[src/rtl/best_score_seq_if.sv]
// rtl/best_score_seq_if.sv - score stream in / result out handshake bundle for best_score_seq
// out_score exists only when BEST_SCORE_SCORE_OUT_EN is defined.
interface best_score_seq_if #(
   parameter int SCORE_W = 64,
   parameter int MODE_W  = 8
);
   logic                      in_valid;
   logic                      in_ready;
   logic signed [SCORE_W-1:0] in_score;
   logic                      in_last;
   logic                      out_valid;
   logic                      out_ready;
   logic [MODE_W-1:0]         out_mode;
   logic [MODE_W-1:0]         out_count;
`ifdef BEST_SCORE_SCORE_OUT_EN
   logic signed [SCORE_W-1:0] out_score;
`endif

   modport master (
      output in_valid, in_score, in_last, out_ready,
`ifdef BEST_SCORE_SCORE_OUT_EN
      input  out_score,
`endif
      input  in_ready, out_valid, out_mode, out_count
   );

   modport slave (
      input  in_valid, in_score, in_last, out_ready,
`ifdef BEST_SCORE_SCORE_OUT_EN
      output out_score,
`endif
      output in_ready, out_valid, out_mode, out_count
   );
endinterface

[src/rtl/best_score_seq.sv]
// rtl/best_score_seq.sv - streaming running-minimum selector, lowest index wins ties
// Optional winning-score output register: define BEST_SCORE_SCORE_OUT_EN.
module best_score_seq #(
   parameter int SCORE_W   = 64,
   parameter int NUM_MODES = 10,
   parameter int MODE_W    = 8
) (
   input  logic          clk,
   input  logic          rstn,
   input  logic          flush,
   best_score_seq_if.slave bus
);
   typedef enum logic {COLLECT = 1'b0, HOLD = 1'b1} state_t;

   state_t                    state;
   logic [MODE_W-1:0]         cnt;
   logic [MODE_W-1:0]         best_idx;
   logic signed [SCORE_W-1:0] best;
   logic                      valid_q;
   logic [MODE_W-1:0]         mode_q;
   logic [MODE_W-1:0]         count_q;
`ifdef BEST_SCORE_SCORE_OUT_EN
   logic signed [SCORE_W-1:0] score_q;
`endif

   logic                      accept;
   logic                      close;
   logic                      take;
   logic [MODE_W-1:0]         nxt_idx;
   logic signed [SCORE_W-1:0] nxt_best;

   assign bus.in_ready  = (state == COLLECT);
   assign bus.out_valid = valid_q;
   assign bus.out_mode  = mode_q;
   assign bus.out_count = count_q;
`ifdef BEST_SCORE_SCORE_OUT_EN
   assign bus.out_score = score_q;
`endif

   // Best state as it stands after the current beat, so the closing beat competes too.
   always_comb begin
      accept   = bus.in_valid && (state == COLLECT);
      close    = bus.in_last || (cnt == MODE_W'(NUM_MODES - 1));
      take     = (cnt == '0) || (bus.in_score < best);
      nxt_best = take ? bus.in_score : best;
      nxt_idx  = take ? cnt : best_idx;
   end

   always_ff @(posedge clk or negedge rstn) begin
      if (!rstn) begin
         state    <= COLLECT;
         cnt      <= '0;
         best     <= '0;
         best_idx <= '0;
         valid_q  <= 1'b0;
         mode_q   <= '0;
         count_q  <= '0;
`ifdef BEST_SCORE_SCORE_OUT_EN
         score_q  <= '0;
`endif
      end else if (flush) begin
         state   <= COLLECT;
         cnt     <= '0;
         valid_q <= 1'b0;
      end else begin
         case (state)
            COLLECT: begin
               if (accept) begin
                  best     <= nxt_best;
                  best_idx <= nxt_idx;
                  if (close) begin
                     mode_q  <= nxt_idx;
                     count_q <= cnt + MODE_W'(1);
`ifdef BEST_SCORE_SCORE_OUT_EN
                     score_q <= nxt_best;
`endif
                     valid_q <= 1'b1;
                     cnt     <= '0;
                     state   <= HOLD;
                  end else begin
                     cnt <= cnt + MODE_W'(1);
                  end
               end
            end
            HOLD: begin
               if (bus.out_ready) begin
                  valid_q <= 1'b0;
                  state   <= COLLECT;
               end
            end
            default: state <= COLLECT;
         endcase
      end
   end
endmodule

[src/flat_wrapper.sv]
// flat-port wrapper written by rule: the top's interface ports become plain ports
module best_score_seq_flat 
#(
   parameter int SCORE_W   = 64,
   parameter int NUM_MODES = 10,
   parameter int MODE_W    = 8
)
  (clk, rstn, flush, bus_in_valid, bus_in_score, bus_in_last, bus_out_ready, bus_in_ready, bus_out_valid, bus_out_mode, bus_out_count);
  best_score_seq_if #(.SCORE_W(SCORE_W), .MODE_W(MODE_W)) bus_i ();
  input  logic clk;
  input  logic rstn;
  input  logic flush;
  input wire logic [$bits(bus_i.in_valid)-1:0] bus_in_valid;
  input wire logic [$bits(bus_i.in_score)-1:0] bus_in_score;
  input wire logic [$bits(bus_i.in_last)-1:0] bus_in_last;
  input wire logic [$bits(bus_i.out_ready)-1:0] bus_out_ready;
  output wire logic [$bits(bus_i.in_ready)-1:0] bus_in_ready;
  output wire logic [$bits(bus_i.out_valid)-1:0] bus_out_valid;
  output wire logic [$bits(bus_i.out_mode)-1:0] bus_out_mode;
  output wire logic [$bits(bus_i.out_count)-1:0] bus_out_count;
  assign bus_i.in_valid = bus_in_valid;
  assign bus_i.in_score = bus_in_score;
  assign bus_i.in_last = bus_in_last;
  assign bus_i.out_ready = bus_out_ready;
  assign bus_in_ready = bus_i.in_ready;
  assign bus_out_valid = bus_i.out_valid;
  assign bus_out_mode = bus_i.out_mode;
  assign bus_out_count = bus_i.out_count;
  best_score_seq #(.SCORE_W(SCORE_W), .NUM_MODES(NUM_MODES), .MODE_W(MODE_W)) u_core (.clk(clk), .rstn(rstn), .flush(flush), .bus(bus_i));
endmodule
[config.mk]
export PLATFORM = sky130hd
export DESIGN_NAME = best_score_seq_flat
export DESIGN_NICKNAME = d
export VERILOG_FILES = /design/src/rtl/best_score_seq_if.sv /design/src/rtl/best_score_seq.sv /design/src/flat_wrapper.sv
export SDC_FILE = /design/constraint.sdc
export NUM_CORES = 1
export LEC_CHECK = 0
export ABC_CLOCK_PERIOD_IN_PS = 3250
export CAP_MARGIN = 20
export CORE_UTILIZATION = 37
export DETAILED_ROUTE_END_ITERATION = 10
export SYNTH_ARGS = -nofsm -noshare
export SYNTH_HDL_FRONTEND = slang
export SYNTH_SLANG_ARGS = --single-unit
export TNS_END_PERCENT = 30
[constraint.sdc]
create_clock -name clk -period 3.25 [get_ports clk]
set_input_delay 0.65 -clock clk [delete_from_list [all_inputs] [get_ports clk]]
set_output_delay 0.65 -clock clk [all_outputs]
set_load 0.03 [all_outputs]
Word level (Yosys, flattened, before mapping)

Index checks and enable logic that the tools add are counted.

Add/subtract/negate cells: 1
$lt $le $gt $ge: 1
Eq/ne operators: 5
Mux-type cells: 15
Bitwise operators: 2
Reductions and logical operators: 10

Operator list:

| cell                  | number |
|---|---|
| $lt A64 B64 Y1        | 1 |
| $mux W8               | 5 |
| $add A8 B1 Y8 const B | 1 |
| $eq A8 B4 Y1 const B  | 1 |
| $logic_not A8 Y1      | 1 |
| $mux W1               | 8 |
| $reduce_and A4 Y1     | 2 |
| $ne A3 B2 Y1 const B  | 2 |
| $reduce_and A3 Y1     | 2 |
| $pmux W1 S2           | 2 |
| $ne A3 B3 Y1 const B  | 1 |
| $logic_or A1 B1 Y1    | 2 |
| $ne A2 B2 Y1 const B  | 1 |
| $not A1 Y1            | 2 |
| $reduce_and A2 Y1     | 1 |
| $reduce_bool A2 Y1    | 1 |
| $logic_and A1 B1 Y1   | 1 |

Bits in registers: 98
Bits of input ports: 70
Logic and storage cells: 41

Depth between registers and ports, before layout

Gate-level depths: netlist (run 1).

Depth after elaboration: 6
Mapped depth: 11

Worst setup path after synthesis (run 1)

OpenSTA, ideal clock, no wires.

Path type: input-to-reg
Start point: input port bus_in_score[42]
End point: register u_core.best[0]
Setup time: 0.125 ns
Arrival time: 3.285 ns
Setup slack: -0.160 ns
Stages: 10
Path buffers: 1
Path through: ha_1 and4_1 or4b_1 nor4_1 nand4_1 o2bb2ai_1 nor4_2 nor3_4 buf_6 mux2_4

Word-level cells in the longest chain between the ends: 3

RTL lines:

| element                     | RTL line             | text |
|---|---|---|
| from (decl)                 | flat_wrapper.sv:14   | `input wire logic [$bits(bus_i.in_score)-1:0] bus_in_score;` |
| $lt A64 B64 Y1              | best_score_seq.sv:44 | `take = (cnt == '0) \|\| (bus.in_score < best);` |
| $logic_or A1 B1 Y1          | best_score_seq.sv:44 |  |
| $reduce_and A4 Y1 (no line) | -                    |  |
| to (signal assigned)        | best_score_seq.sv:69 | `best <= nxt_best;` |
| to (decl)                   | best_score_seq.sv:18 | `logic signed [SCORE_W-1:0] best;` |

Every way passes these cells.
A chain may end at the register's enable or synchronous reset.

Worst setup path in the final report (run 1)

Start point: register u_core.best[42]
End point: register u_core.best[43]

Word-level cells in the longest chain between the ends: 3

RTL lines:

| element                     | RTL line |
|---|---|
| $lt A64 B64 Y1              | best_score_seq.sv:44 |
| $logic_or A1 B1 Y1          | best_score_seq.sv:44 |
| $reduce_and A4 Y1 (no line) | - |

Every way passes these cells.

==> results of run 1 <==
[registers in the layout, summed over array words and instances (netlist names)]
| signal | flops |
|---|---|
| u_core.bus.out_count | 8 |
| u_core.bus.out_mode | 8 |
| u_core.cnt | 8 |
| u_core.bus.out_valid | 1 |
| u_core.state | 1 |
| u_core.best_idx | 8 |
| u_core.best | 64 |
[cells in the mapped netlist (2+ instances only)]
cell / n
sky130_fd_sc_hd__a211oi_1: 2
sky130_fd_sc_hd__a21boi_0: 2
sky130_fd_sc_hd__a21o_1: 6
sky130_fd_sc_hd__a21oi_1: 21
sky130_fd_sc_hd__a221o_1: 4
sky130_fd_sc_hd__a221oi_1: 2
sky130_fd_sc_hd__a31oi_1: 8
sky130_fd_sc_hd__and3_1: 5
sky130_fd_sc_hd__and4_1: 3
sky130_fd_sc_hd__buf_6: 7
sky130_fd_sc_hd__clkbuf_1: 7
sky130_fd_sc_hd__dfrtp_1: 98
sky130_fd_sc_hd__ha_1: 66
sky130_fd_sc_hd__inv_1: 68
sky130_fd_sc_hd__mux2_1: 30
sky130_fd_sc_hd__mux2_2: 2
sky130_fd_sc_hd__mux2_4: 40
sky130_fd_sc_hd__nand2_1: 26
sky130_fd_sc_hd__nand2b_1: 8
sky130_fd_sc_hd__nand3_1: 10
sky130_fd_sc_hd__nand3b_1: 3
sky130_fd_sc_hd__nand4_1: 8
sky130_fd_sc_hd__nor2_1: 19
sky130_fd_sc_hd__nor4_1: 3
sky130_fd_sc_hd__o211a_1: 3
sky130_fd_sc_hd__o211ai_1: 6
sky130_fd_sc_hd__o21a_1: 3
sky130_fd_sc_hd__o21ai_0: 26
sky130_fd_sc_hd__o2bb2ai_1: 2
sky130_fd_sc_hd__or3b_2: 6
sky130_fd_sc_hd__xnor2_1: 4
[placed cells by master, fill, tap and decap left out, types with 4 or more instances in the layout]
| cell | instances |
|---|---|
| sky130_fd_sc_hd__xnor2_1 | 4 |
| sky130_fd_sc_hd__or3b_2 | 6 |
| sky130_fd_sc_hd__o21ai_0 | 21 |
| sky130_fd_sc_hd__o211ai_1 | 6 |
| sky130_fd_sc_hd__nor2_1 | 19 |
| sky130_fd_sc_hd__dlygate4sd2_1 | 25 |
| sky130_fd_sc_hd__ha_1 | 44 |
| sky130_fd_sc_hd__ha_4 | 21 |
| sky130_fd_sc_hd__nand2b_1 | 7 |
| sky130_fd_sc_hd__inv_1 | 68 |
| sky130_fd_sc_hd__buf_4 | 33 |
| sky130_fd_sc_hd__and3_1 | 5 |
| sky130_fd_sc_hd__dfrtp_1 | 98 |
| sky130_fd_sc_hd__buf_12 | 7 |
| sky130_fd_sc_hd__nand3_1 | 9 |
| sky130_fd_sc_hd__mux2_4 | 72 |
| sky130_fd_sc_hd__a31oi_1 | 8 |
| sky130_fd_sc_hd__buf_2 | 8 |
| sky130_fd_sc_hd__clkbuf_16 | 13 |
| sky130_fd_sc_hd__clkdlybuf4s50_1 | 45 |
| sky130_fd_sc_hd__a21o_1 | 6 |
| sky130_fd_sc_hd__a221o_1 | 4 |
| sky130_fd_sc_hd__nand2_1 | 25 |
| sky130_fd_sc_hd__a21oi_1 | 15 |
| sky130_fd_sc_hd__clkbuf_2 | 5 |
| sky130_fd_sc_hd__a21oi_2 | 6 |
| sky130_fd_sc_hd__nand4_1 | 8 |
[per-stage QoR]
stage	hold WS [ps]	instances	TNS [ps]	area [µm²]	util (%)
after floorplan	354.4	513	-6319	5801	-
after global routing	371.8	837	-10980	8127	53.46
after detailed placement	474.8	797	-61230	7022	46.19
after global placement	467.1	797	-56420	7022	46.19
final	322.3	838	-689.0	8129	53.47
after CTS	341.8	827	-0.3313	7861	51.71
[report_power, final]
part	internal (mW)	switching (mW)	total, mW
Combinational	0.891	0.709	1.60
Clock	0.583	0.483	1.07
Sequential	1.45	0.134	1.58
[area by class of cell]
class	instances	area share (%)
antenna	1	0.03078
clock buffer	13	3.325
clock inverter	3	0.2771
inverter	68	3.140
multi-input combinational	333	43.76
sequential	98	30.17
tap	188	2.894
timing repair buffer	134	16.41
[final timing paths]
check	startpoint	endpoint	slack (ps)	depth (start not counted)
min in group clk	u_core.bus.out_count[4]	u_core.bus.out_count[4]	490	2
worst min register to register	u_core.bus.out_count[4]	u_core.bus.out_count[4]	490	2
worst max register to register	u_core.best[42]	u_core.best[43]	-50	13
worst max-delay path	u_core.best[42]	u_core.best[43]	-50	13
max in group asynchronous	rstn	u_core.best[56]	2220	2
worst min-delay path	rstn	u_core.best[11]	320	1
[what timing repair did]
action | in CTS | in global routing
cloned | 4 | 5
setup buffers | 10 | 8
pin swaps | 47 | 17
endpoints found under the hold margin | 0 | 0
endpoints found under the setup margin | 80 | 78
resized for setup | 137 | 43
[layer usage]
layer	global-route usage, %	vias to the layer above	wire length, µm
met2	28.22	75	6433
met1	22.86	2073	6533
li1	-	2075	-
met4	4.202	0	130
met3	4.597	10	541
met5	0	-	0
[cell families after synthesis]
group | share of synthesized area [%]
AO/OA/AOI/OAI | 10.33
XOR/XNOR | 0.7582
adder cells (fa/ha/maj) | 14.30
buffers and inverters | 6.239
flip-flops | 42.46
multiplexers | 16.64
AND/OR/NAND/NOR | 9.272
==> impl_metrics.py, run 1 <==
metrics = {
    "route": {
        "final_antenna_net_count": 0,
        "routed_wire_length_mm": 13.64,
        "wl_per_cell_um": 16.28,
        "remaining_drc_errors": 0,
        "first_pass_iters": 4,
        "initialDrtViolationCount": 133,
        "dr_total_vias": 4233,
        "vias_per_cell": 5.051,
    },
    "finish": {
        "final_layout_fill_cell_count": 1308,
        "regArea_um2": 2452,
        "area_growth_syn_to_layout_pct": 40.75,
        "multi_input_combinational_cell_area_um2": 3557,
        "drive_above_1_share_pct": 32.20,
        "nNetsFinal": 780,
    },
    "floorplan": {
        "top_level_ports": 88,
        "core_area_um2": 15200,
        "initial_core_utilization_pct": 37.99,
        "cell_row_count": 45,
        "die_h_um": 126.9,
        "dieArea_um2": 16110,
        "die-width_um": 126.9,
    },
    "placed_design": {
        "preCtsSetupSlack_ps": -813.9,
        "place_congestion": 0.7356,
        "post-dp-hpwl_mm": 8.610,
        "io_buffers": 87,
    },
    "critical_path": {
        "critPathCaptureType": "register",
        "critPathBufInv": 4,
        "worst-endpoint-arrival_ps": 3540,
        "critPathLaunchType": "register",
        "cp_slowest_cell": "sky130_fd_sc_hd__or4b_4",
        "peak_fanout_along_the_critical_path": 8,
        "worstSetupPathType": "register to register",
        "crit_path_max_incr_delay_ps": 500,
        "critical_path_required_ps": 3490,
        "cpLargestDelayFamily": "simple AND/OR/NAND/NOR gates",
        "crit_path_cell_trace": "inv_1 > ha_4 > and4_1 > or4b_4 > nor4_4 > buf_4 > o2bb2ai_4 > o2bb2ai_4 > nor4_4 > nor3_4 > buf_12 > clkbuf_16 > mux2_4",
    },
    "logic_synthesis": {
        "synthDominantAreaCellType": "sky130_fd_sc_hd__dfrtp_1",
        "number_of_flops_mapped_to_enable_cells_by_yosys": 0,
        "synthesis.instances": 513,
        "synth.top_cells.by_area": "sky130_fd_sc_hd__dfrtp_1, sky130_fd_sc_hd__ha_1, sky130_fd_sc_hd__mux2_4",
        "mappedNetlistNets": 649,
        "asyncSetResetFlopFracSynth_pct": 100.0,
        "synth_cell_types": 46,
        "yosys_register_bits": 98,
        "synth-seq-area-share_pct": 42.46,
        "yosys_warnings": 0,
        "synth.cell_area_um2": 5776,
        "avgSynthCellArea_um2": 11.26,
        "ys_dominant_reg_cell": "sky130_fd_sc_hd__dfrtp_1",
        "synth_top_cell_area_share_pct": 42.46,
    },
    "pwr": {
        "power.total_mw": 4.245,
        "p_per_area_nw_per_um2": 522.2,
        "max-vdd-ir-drop_mv": 0.3032,
        "power_leakage_nw": 3.848,
    },
    "cts": {
        "cts_tree": "yes",
        "clkTransAtPathRegs_ps": 70,
        "clock_buffer_count_from_cts": 9,
        "clock_sinks": 98,
        "cts_hold_repair.buffers": 0,
        "cts_root_buf": "sky130_fd_sc_hd__clkbuf_16",
        "worst_skew_late_latency_ps": 360,
        "h-tree-depth": 3,
        "cts-root-to-sink-buffers": 2,
    },
    "global_route": {
        "grt_first_pass_wirelength_mm": 21.82,
        "grt_start_max_net_pins": 51,
        "grt_pass1_vias": 4366,
        "grt_ovf": 0,
        "grt_antenna_before_repair": 0,
        "grt_util_all_layers_pct": 17.31,
    },
    "sta": {
        "final.setup.worst_slack_ps": -46.05,
        "maxSlewViolCount": 0,
        "finClkSkew_ps": 7.506,
        "setup_viol_count_final": 49,
        "grt_setup_unrepaired": "yes",
        "worstMarginPinSlew_ps": 667.8,
        "final_min_period_over_clock_period_pct": 101.4,
        "finalHoldViolCount": 0,
        "post-route-min-period_ps": 3296,
        "fmax_ghz": 0.3034,
        "worst_slew_margin_rel_pct": 55.48,
    },
    "min_path": {
        "min_path_type": "input port to asynchronous set/reset pin",
    },
    "run_status": {
        "run_status": "finished, violations left",
        "violations": "negative setup slack",
    },
    "flow_run": {
        "maxCapViolations": 0,
    },
}
Note: power is estimated with default switching activity, not from simulation.
==> inputs of run 2 (changes only) <==
- RECOVER_POWER: default -> 100
- SLEW_MARGIN: default -> 10
==> impl_metrics.py, run 2 (synthesis gave the netlist of run 1 again) <==
metrics = {
    "floorplan": {
        "initial_core_utilization_pct": 37.99,
        "core_area_um2": 15200,
        "top_level_ports": 88,
        "dieArea_um2": 16110,
        "die_h_um": 126.9,
        "die-width_um": 126.9,
        "cell_row_count": 45,
    },
    "sta": {
        "worst_slew_margin_rel_pct": 13.81,
        "worstMarginPinSlew_ps": 1293,
        "final.setup.worst_slack_ps": -44.94,
        "finalHoldViolCount": 0,
        "post-route-min-period_ps": 3295,
        "fin_hold_ws_ps": 483.2,
        "final_min_period_over_clock_period_pct": 101.4,
        "fmax_ghz": 0.3035,
        "finClkSkew_ps": 7.510,
        "grt_setup_unrepaired": "yes",
        "setup_viol_count_final": 47,
        "maxSlewViolCount": 0,
    },
    "route": {
        "wl_per_cell_um": 16.25,
        "final_antenna_net_count": 0,
        "initialDrtViolationCount": 134,
        "dr_total_vias": 4230,
        "remaining_drc_errors": 0,
        "first_pass_iters": 4,
        "vias_per_cell": 5.048,
        "routed_wire_length_mm": 13.62,
    },
    "finish": {
        "final_layout_fill_cell_count": 1312,
        "nNetsFinal": 780,
        "regArea_um2": 2452,
        "layout_common_cells": "sky130_fd_sc_hd__dfrtp_1, sky130_fd_sc_hd__mux2_4, sky130_fd_sc_hd__inv_1",
        "multi_input_combinational_cell_area_um2": 3557,
        "layout_commonest_cell": "sky130_fd_sc_hd__dfrtp_1",
        "largest_register_ff_count": 64,
        "area_growth_syn_to_layout_pct": 40.38,
        "drive_above_1_share_pct": 32.05,
        "top_register": "u_core.best",
        "post-route-util_pct": 53.33,
    },
    "cts": {
        "cts-root-to-sink-buffers": 2,
        "cts_hold_repair.buffers": 0,
        "clock_sinks": 98,
        "clkTransAtPathRegs_ps": 70,
        "cts_root_buf": "sky130_fd_sc_hd__clkbuf_16",
        "h-tree-depth": 3,
        "worst_skew_late_latency_ps": 360,
        "cts_tree": "yes",
        "clock_buffer_count_from_cts": 9,
    },
    "critical_path": {
        "worstReg2RegEnd": "u_core.best[43]",
        "critical_path_required_ps": 3490,
        "worstSetupPathType": "register to register",
        "worst-endpoint-arrival_ps": 3540,
        "ff2ff_setup_slack_ps": -40,
        "critPathLaunchType": "register",
        "peak_fanout_along_the_critical_path": 8,
        "reg2reg_from": "u_core.best[42]",
        "critPathCaptureType": "register",
        "crit_start": "u_core.best[42]",
        "rr_worst_depth": 13,
    },
    "run_status": {
        "violations": "negative setup slack",
        "run_status": "finished, violations left",
    },
    "min_path": {
        "holdCritStartpoint": "u_core.bus.out_count[7]",
        "hold_end": "u_core.bus.out_count[7]",
        "min_path_type": "register to register",
        "worstHoldPathCells": 2,
    },
    "pwr": {
        "power_leakage_nw": 3.869,
        "max-vdd-ir-drop_mv": 0.3036,
        "p_per_area_nw_per_um2": 521.8,
    },
    "global_route": {
        "grt_antenna_before_repair": 0,
        "grt_util_all_layers_pct": 17.31,
        "grt_first_pass_wirelength_mm": 21.82,
        "grt_ovf": 0,
        "grt_pass1_vias": 4366,
        "grt_start_max_net_pins": 51,
    },
    "placed_design": {
        "post-dp-hpwl_mm": 8.610,
        "io_buffers": 87,
        "preCtsSetupSlack_ps": -813.9,
        "place_congestion": 0.7356,
    },
    "flow_run": {
        "maxCapViolations": 0,
    },
}
[run 2: cell count changes in the layout (fill, tap and decap cells not counted), sizes merged]
cell / change
buf: -3
clkdlybuf4s50: -18
dlygate4sd3: +18
clkbuf: +3
[run 2: timing repair]
action / CTS / global route
pin swaps: 47 / 17
setup endpoints to repair: 80 / 78
hold endpoints to repair: 0 / 0
resized for setup: 137 / 43
setup buffers: 10 / 8
cloned: 4 / 5
[run 2: stage by stage]
stage / TNS, ps / area (µm²) / total power [mW] / instances
3_5_place_dp: -61230 / 7022 / 2.797 / 797
3_3_place_gp: -56420 / 7022 / 2.752 / 797
5_1_grt: -10990 / 8105 / 4.511 / 837
6_report: -672.1 / 8108 / 4.230 / 838
2_1_floorplan: -6319 / 5801 / 2.368 / 513
4_1_cts: -0.3313 / 7861 / 4.133 / 827
[run 2: report_power, final]
| group | switching [mW] | internal, mW | total (mW) | leakage (nW) |
|---|---|---|---|---|
| sequential | 0.132 | 1.45 | 1.58 | 1.21 |
| clock | 0.483 | 0.583 | 1.07 | 0.134 |
| combinational | 0.708 | 0.879 | 1.59 | 2.53 |
| total | 1.32 | 2.91 | 4.23 | 3.87 |
[run 2: layout make-up]
| cell class | count | area share [%] |
|---|---|---|
| timing repair buffer | 134 | 16.19 |
| clock inverter | 3 | 0.2778 |
| sequential | 98 | 30.25 |
| tap | 188 | 2.901 |
| antenna | 1 | 0.03086 |
| clock buffer | 13 | 3.333 |
| multi-input combinational | 333 | 43.87 |
| inverter | 68 | 3.148 |
[run 2: critical path, cell delays in order, from the launching register on]
cell	delay, ps
sky130_fd_sc_hd__dfrtp_1	350
sky130_fd_sc_hd__inv_1	70
sky130_fd_sc_hd__ha_4	260
sky130_fd_sc_hd__and4_1	220
sky130_fd_sc_hd__or4b_4	500
sky130_fd_sc_hd__nor4_4	290
sky130_fd_sc_hd__buf_4	180
sky130_fd_sc_hd__o2bb2ai_4	120
sky130_fd_sc_hd__o2bb2ai_4	160
sky130_fd_sc_hd__nor4_4	90
sky130_fd_sc_hd__nor3_4	260
sky130_fd_sc_hd__buf_12	200
sky130_fd_sc_hd__clkbuf_16	180
sky130_fd_sc_hd__mux2_4	300
[run 2: layer usage]
layer / global-route usage [%] / vias up / part of all wire [%]
met4: 4.202 / 0 / 0.95
met3: 4.597 / 10 / 4.1
met5: 0 / - / 0
met2: 28.22 / 75 / 47
met1: 22.86 / 2070 / 48
li1: - / 2075 / -
[run 2: worst max-delay path by stage]
stage / endpoint / depth (start not counted)
after floorplan: u_core.best[0] / 10
after global placement: u_core.best[2] / 11
after detailed placement: u_core.best[19] / 11
after CTS: u_core.best[40] / 13
after global routing: u_core.best[43] / 13
final: u_core.best[43] / 13
==> inputs of run 3 (changes only) <==
- CORE_MARGIN: default -> 10
- GPL_ROUTABILITY_DRIVEN: default -> 0
==> impl_metrics.py, run 3 (synthesis gave the netlist of run 1 again) <==
metrics = {
    "critical_path": {
        "cpLargestDelayFamily": "buffers and inverters",
        "crit_path_cell_trace": "clkdlybuf4s50_1 > ha_4 > a21oi_2 > o21a_1 > o22ai_2 > o21bai_2 > a21boi_2 > buf_4 > buf_4 > nor4_4 > nor3_4 > buf_6 > buf_12 > buf_16 > mux2_4",
        "worst-endpoint-arrival_ps": 3460,
        "critPathCaptureType": "register",
        "cp_slowest_cell": "sky130_fd_sc_hd__clkdlybuf4s50_1",
        "critPathLaunchType": "input port",
        "critical_path_required_ps": 3480,
        "critPathBufInv": 6,
        "timing.critical_path.mode_cell": "sky130_fd_sc_hd__buf_4",
        "worstSetupPathType": "input port to register",
        "crit_path_max_incr_delay_ps": 550,
        "peak_fanout_along_the_critical_path": 5,
    },
    "finish": {
        "nNetsFinal": 784,
        "area_growth_syn_to_layout_pct": 42.46,
        "top_register": "u_core.best",
        "multi_input_combinational_cell_area_um2": 3576,
        "drive_above_1_share_pct": 31.70,
        "antenna-diode-count": 0,
        "post-route-util_pct": 53.92,
        "layout_commonest_cell": "sky130_fd_sc_hd__dfrtp_1",
        "final_layout_fill_cell_count": 1330,
        "finalInstanceArea_um2": 8228,
        "regArea_um2": 2452,
        "largest_register_ff_count": 64,
        "layout_common_cells": "sky130_fd_sc_hd__dfrtp_1, sky130_fd_sc_hd__inv_1, sky130_fd_sc_hd__mux2_4",
    },
    "global_route": {
        "grt_pass1_vias": 4538,
        "grt_util_all_layers_pct": 13.04,
        "grt_ovf": 0,
        "grt_start_max_net_pins": 48,
        "grt_first_pass_wirelength_mm": 22.64,
        "grt_antenna_before_repair": 0,
    },
    "cts": {
        "cts_hold_repair.buffers": 0,
        "clock_buffer_count_from_cts": 9,
        "clock_sinks": 98,
        "worst_skew_late_latency_ps": 350,
        "cts_tree": "yes",
        "cts-root-to-sink-buffers": 2,
        "cts_root_buf": "sky130_fd_sc_hd__clkbuf_16",
        "h-tree-depth": 3,
        "clkTransAtPathRegs_ps": 70,
    },
    "sta": {
        "fmax_ghz": 0.3097,
        "finClkSkew_ps": 6.317,
        "grt_setup_unrepaired": "yes",
        "setup_viol_count_final": 0,
        "worst_slew_margin_rel_pct": -3.450,
        "worstMarginPinSlew_ps": 1552,
        "finalHoldViolCount": 0,
        "maxSlewViolCount": 28,
        "final_min_period_over_clock_period_pct": 99.35,
        "post-route-min-period_ps": 3229,
    },
    "floorplan": {
        "core_area_um2": 15260,
        "initial_core_utilization_pct": 37.85,
        "dieArea_um2": 21010,
        "top_level_ports": 88,
        "die-width_um": 144.9,
        "die_h_um": 144.9,
        "cell_row_count": 45,
    },
    "run_status": {
        "run_status": "finished, violations left",
        "violations": "max-capacitance violations, max-slew violations",
    },
    "pwr": {
        "max-vdd-ir-drop_mv": 0.3669,
        "power.sequential.fraction_pct": 36.6,
        "power.total_mw": 4.297,
        "p_sw_share_pct": 31.07,
        "p_per_area_nw_per_um2": 522.3,
        "clockPowerShare_pct": 26.6,
        "power.switching_mw": 1.335,
        "internal_power_mw": 2.962,
        "power_leakage_nw": 4.061,
        "p_comb_share_pct": 36.8,
    },
    "route": {
        "remaining_drc_errors": 0,
        "wl_per_cell_um": 16.58,
        "first_pass_iters": 4,
        "routed_wire_length_mm": 14.33,
        "final_antenna_net_count": 0,
        "initialDrtViolationCount": 156,
        "vias_per_cell": 4.941,
        "dr_total_vias": 4269,
    },
    "placed_design": {
        "post-dp-hpwl_mm": 9.590,
        "io_buffers": 87,
        "placement.cell_area_um2": 7053,
    },
    "flow_run": {
        "maxCapViolations": 1,
    },
    "min_path": {
        "min_path_type": "register to register",
    },
}
## run 3: changes by cell type in the layout (fill, tap and decap cells not counted), sizes merged, moves of 3 or more
cell | before | now
clkbuf | 25 | 22
clkinv | 0 | 3
buf | 49 | 53
dlygate4sd2 | 25 | 8
clkinvlp | 3 | 0
dlymetal6s2s | 0 | 26
clkdlybuf4s50 | 27 | 19
## run 3: power groups by stage
stage	combinational (mW)	clock, mW	sequential (mW)
after detailed placement	1.22	0	1.58
final	1.58	1.14	1.57
after CTS	1.41	1.17	1.57
after global routing	1.76	1.22	1.61
after global placement	1.18	0	1.58
after floorplan	0.765	0	1.60
## run 3: final timing paths
path,endpoint,depth (start not counted),slack (ps),from
worst min register to register,u_core.bus.out_count[7],2,480,u_core.bus.out_count[7]
worst min-delay path,u_core.bus.out_count[7],2,480,u_core.bus.out_count[7]
max in group asynchronous,u_core.best[55],2,700,rstn
worst max register to register,u_core.best[5],13,50,u_core.best[5]
worst max-delay path,u_core.best[62],15,20,bus_in_score[25]
min in group asynchronous,u_core.best[10],1,540,rstn
## run 3: worst reg2reg max path: stages (launching register included)
cell	delay (ps)
sky130_fd_sc_hd__dfrtp_1	380
sky130_fd_sc_hd__inv_1	110
sky130_fd_sc_hd__ha_4	210
sky130_fd_sc_hd__or3_4	380
sky130_fd_sc_hd__a21oi_2	160
sky130_fd_sc_hd__nor3_2	70
sky130_fd_sc_hd__a2111oi_4	390
sky130_fd_sc_hd__o2bb2ai_4	120
sky130_fd_sc_hd__o311a_4	380
sky130_fd_sc_hd__nor3_4	200
sky130_fd_sc_hd__buf_6	160
sky130_fd_sc_hd__buf_12	110
sky130_fd_sc_hd__buf_16	130
sky130_fd_sc_hd__mux2_4	300
## run 3: routing by layer
metal | wire (µm) | global-route usage (%) | up-vias | part of all wire [%]
li1 | - | - | 2086 | -
met1 | 6943 | 16.66 | 2109 | 48
met2 | 6736 | 21.09 | 66 | 47
met3 | 544 | 3.850 | 8 | 3.8
met4 | 106 | 3.218 | 0 | 0.74
met5 | 0 | 0 | - | 0
## run 3: cell type report
type	count	area share [%]
clock buffers	12	3.239
clock inverters	4	0.5931
inverters	68	3.102
multi-input cells	333	43.46
flip-flops and latches	98	29.81
well taps	211	3.209
repair buffers	138	16.59
## run 3: timing repair
item / 4_1_cts / 5_1_grt
pin swaps: 31 / 55
buffers inserted: 11 / 9
cloned: 4 / 3
setup endpoints to repair: 80 / 80
endpoints found under the hold margin: 0 / 0
gates resized for setup: 101 / 81
## run 3: metrics by stage
| stage | hold WS [ps] | setup slack [ps] | TNS (ps) | std cells |
|---|---|---|---|---|
| after floorplan | 354.4 | -95.76 | -6319 | 513 |
| after detailed placement | 474.7 | -784.5 | -58890 | 822 |
| after CTS | 335.9 | -86.51 | -3766 | 853 |
| after global routing | 507.3 | -65.03 | -1674 | 864 |
| final | 482.9 | 21.20 | 0 | 864 |
| after global placement | 466.8 | -752.6 | -56750 | 822 |
